**config.mk**
```make
export PLATFORM = sky130hd
export DESIGN_NAME = stopwatch_ctrl_flat
export DESIGN_NICKNAME = d
export VERILOG_FILES = /design/src/rtl/stopwatch_ctrl_if.sv /design/src/rtl/stopwatch_ctrl.sv /design/src/flat_wrapper.sv
export SDC_FILE = /design/constraint.sdc
export NUM_CORES = 1
export LEC_CHECK = 0
export ABC_CLOCK_PERIOD_IN_PS = 2900
export CELL_PAD_IN_SITES_DETAIL_PLACEMENT = 1
export CELL_PAD_IN_SITES_GLOBAL_PLACEMENT = 2
export CORE_ASPECT_RATIO = 1.75
export CORE_UTILIZATION = 44
export DETAILED_ROUTE_END_ITERATION = 8
export GPL_ROUTABILITY_DRIVEN = 1
export PLACE_DENSITY = 0.88
export RECOVER_POWER = 100
export SETUP_SLACK_MARGIN = 0.2
export SLEW_MARGIN = 20
export SYNTH_ARGS = -nofsm -noshare
export SYNTH_HDL_FRONTEND = slang
export SYNTH_SLANG_ARGS = --single-unit
export TNS_END_PERCENT = 10
```
**constraint.sdc**
```tcl
create_clock -name clock -period 2.9 [get_ports clock]
set_input_delay 0.29 -clock clock [delete_from_list [all_inputs] [get_ports clock]]
set_output_delay 0.29 -clock clock [all_outputs]
set_load 0.03 [all_outputs]
```
**src/rtl/stopwatch_ctrl_if.sv**
```systemverilog
// Purpose: button inputs and control outputs shared by the stopwatch sequencer.
// Ports: btn_startstop/btn_lap/btn_clear (raw buttons), run_en, clear,
//        freeze, lap_strobe, state[1:0] (registered controls from the sequencer).
interface stopwatch_ctrl_if;
  logic       btn_startstop;
  logic       btn_lap;
  logic       btn_clear;
  logic       run_en;
  logic       clear;
  logic       freeze;
  logic       lap_strobe;
  logic [1:0] state;

  // master drives the buttons and watches the controls (board / bench side)
  modport master (
    output btn_startstop, btn_lap, btn_clear,
    input  run_en, clear, freeze, lap_strobe, state
  );

  // slave is the sequencer itself
  modport slave (
    input  btn_startstop, btn_lap, btn_clear,
    output run_en, clear, freeze, lap_strobe, state
  );
endinterface

```
**src/rtl/stopwatch_ctrl.sv**
```systemverilog
// Purpose: sync + debounce three buttons and run the stopwatch mode FSM.
// Latency: outputs update DEBOUNCE_CYCLES+4 edges after a button is first sampled high.
// Backpressure: none; one event per cycle, priority clear > startstop > lap, rest dropped.
// Ports: clock, reset_n (async active-low), bus (slave side of stopwatch_ctrl_if).
module stopwatch_ctrl #(
  parameter int DEBOUNCE_CYCLES = 500000,
  parameter int CNT_W           = 20
) (
  input logic             clock,
  input logic             reset_n,
  stopwatch_ctrl_if.slave bus
);

  typedef enum logic [1:0] {
    IDLE  = 2'b00,
    RUN   = 2'b01,
    LAP   = 2'b10,
    PAUSE = 2'b11
  } state_t;

  // bit 0 = startstop, bit 1 = lap, bit 2 = clear
  logic [2:0] raw;
  logic [2:0] sync1, sync2;
  logic [2:0] deb, deb_q;
  logic [2:0] ev;

  assign raw = {bus.btn_clear, bus.btn_lap, bus.btn_startstop};

  always_ff @(posedge clock or negedge reset_n) begin
    if (!reset_n) begin
      sync1 <= '0;
      sync2 <= '0;
      deb_q <= '0;
      ev    <= '0;
    end else begin
      sync1 <= raw;
      sync2 <= sync1;
      deb_q <= deb;
      // one pulse per accepted press; releases are silent
      ev    <= deb & ~deb_q;
    end
  end

  for (genvar b = 0; b < 3; b++) begin : g_deb
    logic [CNT_W-1:0] cnt;

    always_ff @(posedge clock or negedge reset_n) begin
      if (!reset_n) begin
        cnt    <= '0;
        deb[b] <= 1'b0;
      end else if (sync2[b] == deb[b]) begin
        cnt <= '0;
      end else if (cnt == CNT_W'(DEBOUNCE_CYCLES - 1)) begin
        // this cycle is the DEBOUNCE_CYCLES-th consecutive disagreeing sample
        cnt    <= '0;
        deb[b] <= ~deb[b];
      end else begin
        cnt <= cnt + 1'b1;
      end
    end
  end

  state_t state_q, state_d;
  logic   clear_d, lap_d;

  always_ff @(posedge clock or negedge reset_n) begin
    if (!reset_n) begin
      state_q <= IDLE;
    end else begin
      state_q <= state_d;
    end
  end

  always_comb begin
    state_d = state_q;
    clear_d = 1'b0;
    lap_d   = 1'b0;
    // the highest-priority pending event is the only one looked at,
    // even when the current state ignores it
    if (ev[2]) begin
      case (state_q)
        IDLE:    clear_d = 1'b1;
        PAUSE: begin
          clear_d = 1'b1;
          state_d = IDLE;
        end
        default: ;
      endcase
    end else if (ev[0]) begin
      case (state_q)
        IDLE:    state_d = RUN;
        RUN:     state_d = PAUSE;
        LAP:     state_d = PAUSE;
        PAUSE:   state_d = RUN;
        default: state_d = IDLE;
      endcase
    end else if (ev[1]) begin
      case (state_q)
        RUN: begin
          state_d = LAP;
          lap_d   = 1'b1;
        end
        LAP:     state_d = RUN;
        default: ;
      endcase
    end
  end

  // controls are decoded from the next state so they move with state_q
  always_ff @(posedge clock or negedge reset_n) begin
    if (!reset_n) begin
      bus.run_en     <= 1'b0;
      bus.freeze     <= 1'b0;
      bus.clear      <= 1'b0;
      bus.lap_strobe <= 1'b0;
    end else begin
      bus.run_en     <= (state_d == RUN) || (state_d == LAP);
      bus.freeze     <= (state_d == LAP);
      bus.clear      <= clear_d;
      bus.lap_strobe <= lap_d;
    end
  end

  assign bus.state = state_q;

endmodule
```
**src/flat_wrapper.sv**
```systemverilog
// flat-port wrapper written by rule: the top's interface ports become plain ports
module stopwatch_ctrl_flat 
#(
  parameter int DEBOUNCE_CYCLES = 500000,
  parameter int CNT_W           = 20
)
  (clock, reset_n, bus_btn_startstop, bus_btn_lap, bus_btn_clear, bus_run_en, bus_clear, bus_freeze, bus_lap_strobe, bus_state);
  stopwatch_ctrl_if bus_i ();
  input logic clock;
  input logic reset_n;
  input wire logic [$bits(bus_i.btn_startstop)-1:0] bus_btn_startstop;
  input wire logic [$bits(bus_i.btn_lap)-1:0] bus_btn_lap;
  input wire logic [$bits(bus_i.btn_clear)-1:0] bus_btn_clear;
  output wire logic [$bits(bus_i.run_en)-1:0] bus_run_en;
  output wire logic [$bits(bus_i.clear)-1:0] bus_clear;
  output wire logic [$bits(bus_i.freeze)-1:0] bus_freeze;
  output wire logic [$bits(bus_i.lap_strobe)-1:0] bus_lap_strobe;
  output wire logic [$bits(bus_i.state)-1:0] bus_state;
  assign bus_i.btn_startstop = bus_btn_startstop;
  assign bus_i.btn_lap = bus_btn_lap;
  assign bus_i.btn_clear = bus_btn_clear;
  assign bus_run_en = bus_i.run_en;
  assign bus_clear = bus_i.clear;
  assign bus_freeze = bus_i.freeze;
  assign bus_lap_strobe = bus_i.lap_strobe;
  assign bus_state = bus_i.state;
  stopwatch_ctrl #(.DEBOUNCE_CYCLES(DEBOUNCE_CYCLES), .CNT_W(CNT_W)) u_core (.clock(clock), .reset_n(reset_n), .bus(bus_i));
endmodule
```
==> results of run 1 <==
## critical path: stages, from the launching register on
cell and delay, ns:
dfrtp_1 0.42, ha_1 0.25, nand4_1 0.41, nor4_1 0.62, mux2i_1 0.17, nor4bb_1 0.30
## final cells by class
| type | instances | area [µm²] |
|---|---|---|
| inverters | 14 | 52.6 |
| clock inverters | 6 | 91.3 |
| fillers | 912 | 3990 |
| flip-flops and latches | 81 | 2030 |
| well taps | 115 | 144 |
| repair buffers | 14 | 121 |
| clock buffers | 10 | 229 |
| multi-input cells | 262 | 1660 |
## synth_stat cells, drive strengths merged, types with 2 or more instances
| cell | instances | share of area, % |
|---|---|---|
| xor2 | 9 | 2.1 |
| nor4 | 18 | 3.1 |
| nand4bb | 2 | 0.59 |
| or4 | 3 | 0.69 |
| o21ai | 10 | 1.4 |
| nor4bb | 2 | 0.53 |
| nor2 | 61 | 6.0 |
| nor4b | 4 | 1.1 |
| a21oi | 6 | 0.79 |
| ha | 6 | 2.0 |
| xnor2 | 38 | 8.8 |
| dfrtp | 81 | 54 |
| o31ai | 3 | 0.73 |
| inv | 14 | 1.4 |
| buf | 6 | 0.79 |
| nand2 | 19 | 1.9 |
| and2 | 4 | 0.66 |
| and3 | 4 | 0.66 |
| mux2 | 3 | 0.89 |
| or3 | 5 | 0.83 |
| nor2b | 3 | 0.50 |
| mux2i | 4 | 1.1 |
| nand4 | 20 | 4.2 |
| nor3 | 12 | 1.6 |
| nand3 | 19 | 2.5 |
## worst min path at each step
| stage | startpoint | end | slack, ns | cells after the start |
|---|---|---|---|---|
| 6_report | u_core.sync1[1] | u_core.sync2[1] | 0.35 | 0 |
| 3_5_place_dp | reset_n | u_core.g_deb[2].cnt[8] | 0.30 | 1 |
| 2_1_floorplan | reset_n | u_core.bus.clear | -0.006 | 0 |
| 4_1_cts | u_core.sync1[1] | u_core.sync2[1] | 0.35 | 0 |
| 5_1_grt | u_core.sync1[1] | u_core.sync2[1] | 0.36 | 0 |
| 3_3_place_gp | reset_n | u_core.g_deb[2].cnt[8] | 0.29 | 1 |
## sequential cells by signal (all words and copies together), names as in the netlist
name / count
u_core.bus.state: 2
u_core.sync1: 3
u_core.deb: 3
u_core.bus.run_en: 1
u_core.bus.lap_strobe: 1
u_core.bus.clear: 1
u_core.deb_q: 3
u_core.ev: 3
u_core.sync2: 3
u_core.g_deb.cnt: 60
u_core.bus.freeze: 1
## stage by stage
stage / hold slack, ns / cells / area, µm² / util [%]
CTS: 0.352 / 502 / 4360 / 52.4
floorplan: -0.00559 / 364 / 3790 / -
global route: 0.361 / 502 / 4320 / 52.0
finish: 0.349 / 502 / 4320 / 52.0
global placement: 0.293 / 485 / 4030 / 48.4
detailed placement: 0.296 / 485 / 4030 / 48.4
## layout by cell type, fill, tap and decap left out, drive strengths merged, types with 2 or more instances in the layout
master	count
and3	4
clkbuf	13
xor2	9
a21oi	6
bufinv	2
o31ai	3
mux2i	4
mux2	3
nand4	20
nor3	12
dfrtp	81
nor4b	4
nand2	19
ha	6
and2	4
nor2b	3
nand4bb	2
inv	15
nor4	18
or4	3
o21ai	10
dlygate4sd3	10
or3	5
clkinv	3
xnor2	38
nor2	61
nand3	19
nor4bb	2
## power by group through the flow
stage | clock, mW | combinational (mW) | sequential, mW
finish | 1.20 | 0.0640 | 1.16
global route | 1.28 | 0.0754 | 1.16
CTS | 1.24 | 0.0722 | 1.16
detailed placement | 0 | 0.0694 | 1.18
global placement | 0 | 0.0669 | 1.18
floorplan | 0 | 0.0307 | 1.18
## cells by family after synthesis
family	synth area share (%)
buf+inv	2.31
flops	53.5
fa+ha+maj	1.98
mux	1.95
compound gates	4.03
simple gates	25.3
xor+xnor	10.9
## routing by layer
metal / vias to the layer above / share of wire (%) / track usage (%)
li1: 1313 / - / -
met1: 1356 / 40 / 22.6
met2: 22 / 56 / 37.2
met3: 14 / 1.9 / 4.13
met4: 0 / 1.8 / 7.61
met5: - / 0 / 0
==> results_dict.tcl, run 1 <==
set metrics [dict create \
    cts_resized 0 \
    netSwitchingPower_mw 0.508 \
    tns_ns 0 \
    wirelength_um 8040 \
    critPathMaxFanout 9 \
    power_mw 2.43 \
    cts.hold.buffers_added 1 \
    clock_path_buffers 2 \
    skew_ns 0.00622 \
    p_comb_share_pct 2.6 \
    routabilityCongestion 0.791 \
    drtAntennaViolNets 0 \
    crit_start "u_core.g_deb[1].cnt[0]" \
    synth_ff_type "dfrtp_1" \
    diodes 0 \
    p_seq_share_pct 47.8 \
    worstReg2RegEnd "u_core.g_deb[1].cnt[18]" \
    r2r_start "u_core.g_deb[1].cnt[0]" \
    die_w_um 72.1 \
    synth_edf_count 0 \
    syn-num-nets 375 \
    max_freq_mhz 441 \
    cp-start-kind "register" \
    post_cts_buffers 0 \
    die-height_um 125 \
    setup_viol 0 \
    leakage_nw 1.74 \
    reg2regPathDepth 5 \
    yosysSeqAreaShare_pct 53.5 \
    syn_inst 364 \
    cts_root_buf "clkbuf_16" \
    drive_gt1_share_pct 8.01 \
    tightestPinTransition_ns 1.03 \
    finalHoldViolCount 0 \
    switching_share_pct 20.9 \
    slew_headroom_pct 31.1 \
    path_clk_slew_ns 0.06 \
    grt_pass1_vias 3003 \
    globalRouteOverflowTotal 0 \
    drtPass1Iterations 4 \
    portBuffers 10 \
    cellPowerDensity_nw_per_um2 562 \
    clockPowerShare_pct 49.6 \
    peakVddDrop_mv 0.421 \
    drc 0 \
    setup_ws_ns 0.632 \
    final-max-slew-violation-count 0 \
    ys_types 40 \
    drt-initial-drc-count 70 \
    grt_pass1_wl_um 14100 \
    pre_cts_slack_ns 0.727 \
    clock_latency_ns 0.34 \
    syn_avg_cell_area_um2 10.4 \
    fp.coreArea_um2 8310 \
    synthArstFlopShare_pct 100 \
    maxCapViolCount 0 \
    worstPathArrival_ns 2.50 \
    cts_tree "done" \
    clock-sinks 81 \
    cts_buffers 9 \
    min_path_type "register to register" \
    ctsHtreeMaxLevel 3 \
    syn_area_um2 3790 \
    hpwl_um 5700 \
    viasPerCell 5.39 \
    final.min_clock_period_ns 2.27 \
    cp_data_required_time_ns 3.13 \
    wl_per_cell_um 16.0 \
    period_share_pct 78.2 \
    antenna_found_initial 0 \
    vias 2705 \
    ys.warnings.count 0 \
    initial_core_util_pct 45.5 \
    status "completed" \
    power.internal_mw 1.92 \
    pin_count 11 \
    crit_path_end_kind "register" \
    core.rowCount 44 \
    ff2ff_setup_slack_ns 0.63 \
    die-area_um2 8990 \
    ys_seq_elements 81 \
    path_class "register to register" \
    rsz0062_at_grt "no" \
    final_nets 393 \
    globalRouteTotalUtil_pct 20.4 \
    syn_to_final_growth_pct 14.2 \
    grt_max_degree 44 \
    crit_path_end "u_core.g_deb[1].cnt[18]" \
]
(Power assumes the default switching activity.)
==> run 2, diff against run 1 <==
--- a/config.mk
+++ b/config.mk
@@ -5,14 +5,14 @@
 export SDC_FILE = /design/constraint.sdc
 export NUM_CORES = 1
 export LEC_CHECK = 0
-export ABC_CLOCK_PERIOD_IN_PS = 2900
+export ABC_CLOCK_PERIOD_IN_PS = 2200
 export CELL_PAD_IN_SITES_DETAIL_PLACEMENT = 1
 export CELL_PAD_IN_SITES_GLOBAL_PLACEMENT = 2
 export CORE_ASPECT_RATIO = 1.75
-export CORE_UTILIZATION = 44
+export CORE_UTILIZATION = 41
 export DETAILED_ROUTE_END_ITERATION = 8
 export GPL_ROUTABILITY_DRIVEN = 1
-export PLACE_DENSITY = 0.88
+export PLACE_DENSITY = 0.83
 export RECOVER_POWER = 100
 export SETUP_SLACK_MARGIN = 0.2
 export SLEW_MARGIN = 20
==> constraint.sdc (replaced) <==
create_clock -name clock -period 2.2 [get_ports clock]
set_input_delay 0.22 -clock clock [delete_from_list [all_inputs] [get_ports clock]]
set_output_delay 0.22 -clock clock [all_outputs]
set_load 0.03 [all_outputs]
==> results_dict.tcl, run 2 (synthesis results as in run 1) <==
set metrics [dict create \
    wirelength_um 7970 \
    netSwitchingPower_mw 0.703 \
    antenna_found_initial 0 \
    tns_ns 0 \
    die_w_um 74.6 \
    cts_buffers 9 \
    final-max-slew-violation-count 0 \
    post_cts_buffers 0 \
    finalHoldViolCount 0 \
    hold_path_depth 0 \
    initial_core_util_pct 41.9 \
    wl_met3_um 152 \
    clock_latency_ns 0.34 \
    drt-initial-drc-count 166 \
    p_seq_share_pct 50.2 \
    largest_reg_flops 60 \
    grt_max_degree 51 \
    peakVddDrop_mv 0.426 \
    core.rowCount 46 \
    period_share_pct 87.4 \
    pre_cts_slack_ns 0.251 \
    mostFrequentLayoutCell "dfrtp_1" \
    reg2regPathDepth 5 \
    r2r_start "u_core.g_deb[0].cnt[0]" \
    portBuffers 10 \
    hp-start "u_core.sync1[0]" \
    diodes 0 \
    worstPathArrival_ns 2.14 \
    globalRouteTotalUtil_pct 19.1 \
    wl_met2_um 4440 \
    slew_headroom_pct 44.5 \
    tightestPinTransition_ns 0.833 \
    top_layer "met4" \
    globalRouteOverflowTotal 0 \
    worstReg2RegEnd "u_core.deb[0]" \
    status "completed" \
    fp.coreArea_um2 9040 \
    die-area_um2 9640 \
    viasPerCell 5.27 \
    rsz0062_at_grt "yes" \
    hold_path_end "u_core.sync2[0]" \
    leakage_nw 1.76 \
    crit_path_end_kind "register" \
    cellPowerDensity_nw_per_um2 699 \
    grt_pass1_wl_um 13900 \
    maxCapViolCount 0 \
    final_nets 400 \
    ctsHtreeMaxLevel 3 \
    die-height_um 129 \
    cp_data_required_time_ns 2.42 \
    drc 0 \
    clock_path_buffers 2 \
    clockPowerShare_pct 47.0 \
    path_clk_slew_ns 0.06 \
    final_cell_mix "dfrtp_1 (81), nor2_1 (61), xnor2_1 (38)" \
    wl_per_cell_um 15.5 \
    vias 2708 \
    skew_ns 0.00880 \
    final.min_clock_period_ns 1.92 \
    critPathMaxFanout 7 \
    cp-start-kind "register" \
    p_comb_share_pct 2.8 \
    power.internal_mw 2.34 \
    drive_gt1_share_pct 9.64 \
    cts_root_buf "clkbuf_16" \
    max_freq_mhz 520 \
    drtAntennaViolNets 0 \
    hpwl_um 5780 \
    pin_count 11 \
    regMostFlops "u_core.g_deb.cnt" \
    setup_ws_ns 0.278 \
    cts_tree "done" \
    ff2ff_setup_slack_ns 0.28 \
    clock-sinks 81 \
    path_class "register to register" \
    setup_viol 0 \
    syn_to_final_growth_pct 14.9 \
    min_path_type "register to register" \
    switching_share_pct 23.1 \
    wl_met1_um 3230 \
    drtPass1Iterations 4 \
    grt_pass1_vias 3007 \
    routabilityCongestion 0.795 \
]
[run 2: layer usage]
metal,vias to the layer above,global-route usage [%]
li1,1319,-
met1,1359,20.9
met2,19,34.3
met3,11,4.59
met4,0,7.55
met5,-,0
[run 2: worst max path at each step]
stage / start / endpoint / slack, ns / cells after the start
2_1_floorplan: u_core.g_deb[2].cnt[0] / u_core.deb[2] / 0.37 / 5
3_3_place_gp: u_core.g_deb[1].cnt[10] / u_core.g_deb[1].cnt[9] / 0.34 / 5
3_5_place_dp: u_core.g_deb[0].cnt[0] / u_core.g_deb[0].cnt[18] / 0.25 / 5
4_1_cts: u_core.g_deb[0].cnt[0] / u_core.g_deb[0].cnt[18] / 0.24 / 5
5_1_grt: reset_n / u_core.g_deb[2].cnt[3] / 0.11 / 3
6_report: u_core.g_deb[0].cnt[0] / u_core.deb[0] / 0.28 / 5
[run 2: final cells by class]
type / count / area, µm²
inverter: 14 / 52.6
multi-input combinational: 262 / 1670
timing repair buffer: 21 / 164
clock buffer: 10 / 239
tap: 120 / 150
clock inverter: 6 / 50.0
sequential: 81 / 2030
fill: 1028 / 4680
[run 2: per-stage QoR]
stage | cells | hold slack, ns | util [%] | cell area (µm²) | power, mW
after floorplan | 364 | -0.0756 | - | 3790 | 1.59
after CTS | 514 | 0.309 | 48.5 | 4390 | 3.11
after global placement | 497 | 0.190 | 45.2 | 4090 | 1.65
after detailed placement | 497 | 0.196 | 45.2 | 4090 | 1.65
final | 514 | 0.358 | 48.2 | 4350 | 3.04
after global routing | 514 | 0.370 | 48.2 | 4350 | 3.16
[run 2: power by group through the flow]
stage	logic, mW	registers, mW	clock network [mW]
after global routing	0.102	1.53	1.52
after floorplan	0.0405	1.55	0
final	0.0858	1.53	1.43
after CTS	0.0986	1.53	1.48
after detailed placement	0.0968	1.56	0
after global placement	0.0950	1.55	0
[run 2: critical path: stages, from the launching register on]
cell     delay (ns)
dfrtp_1        0.40
ha_1           0.24
nand4_2        0.20
or3_1          0.44
nor2_1         0.17
mux2_2         0.35
[run 2: repair_timing]
item / in CTS / in global routing
endpoints found under the setup margin: 0 / 9
gates resized for setup: 0 / 1
endpoints found under the hold margin: 31 / 0
hold buffers: 1 / 0
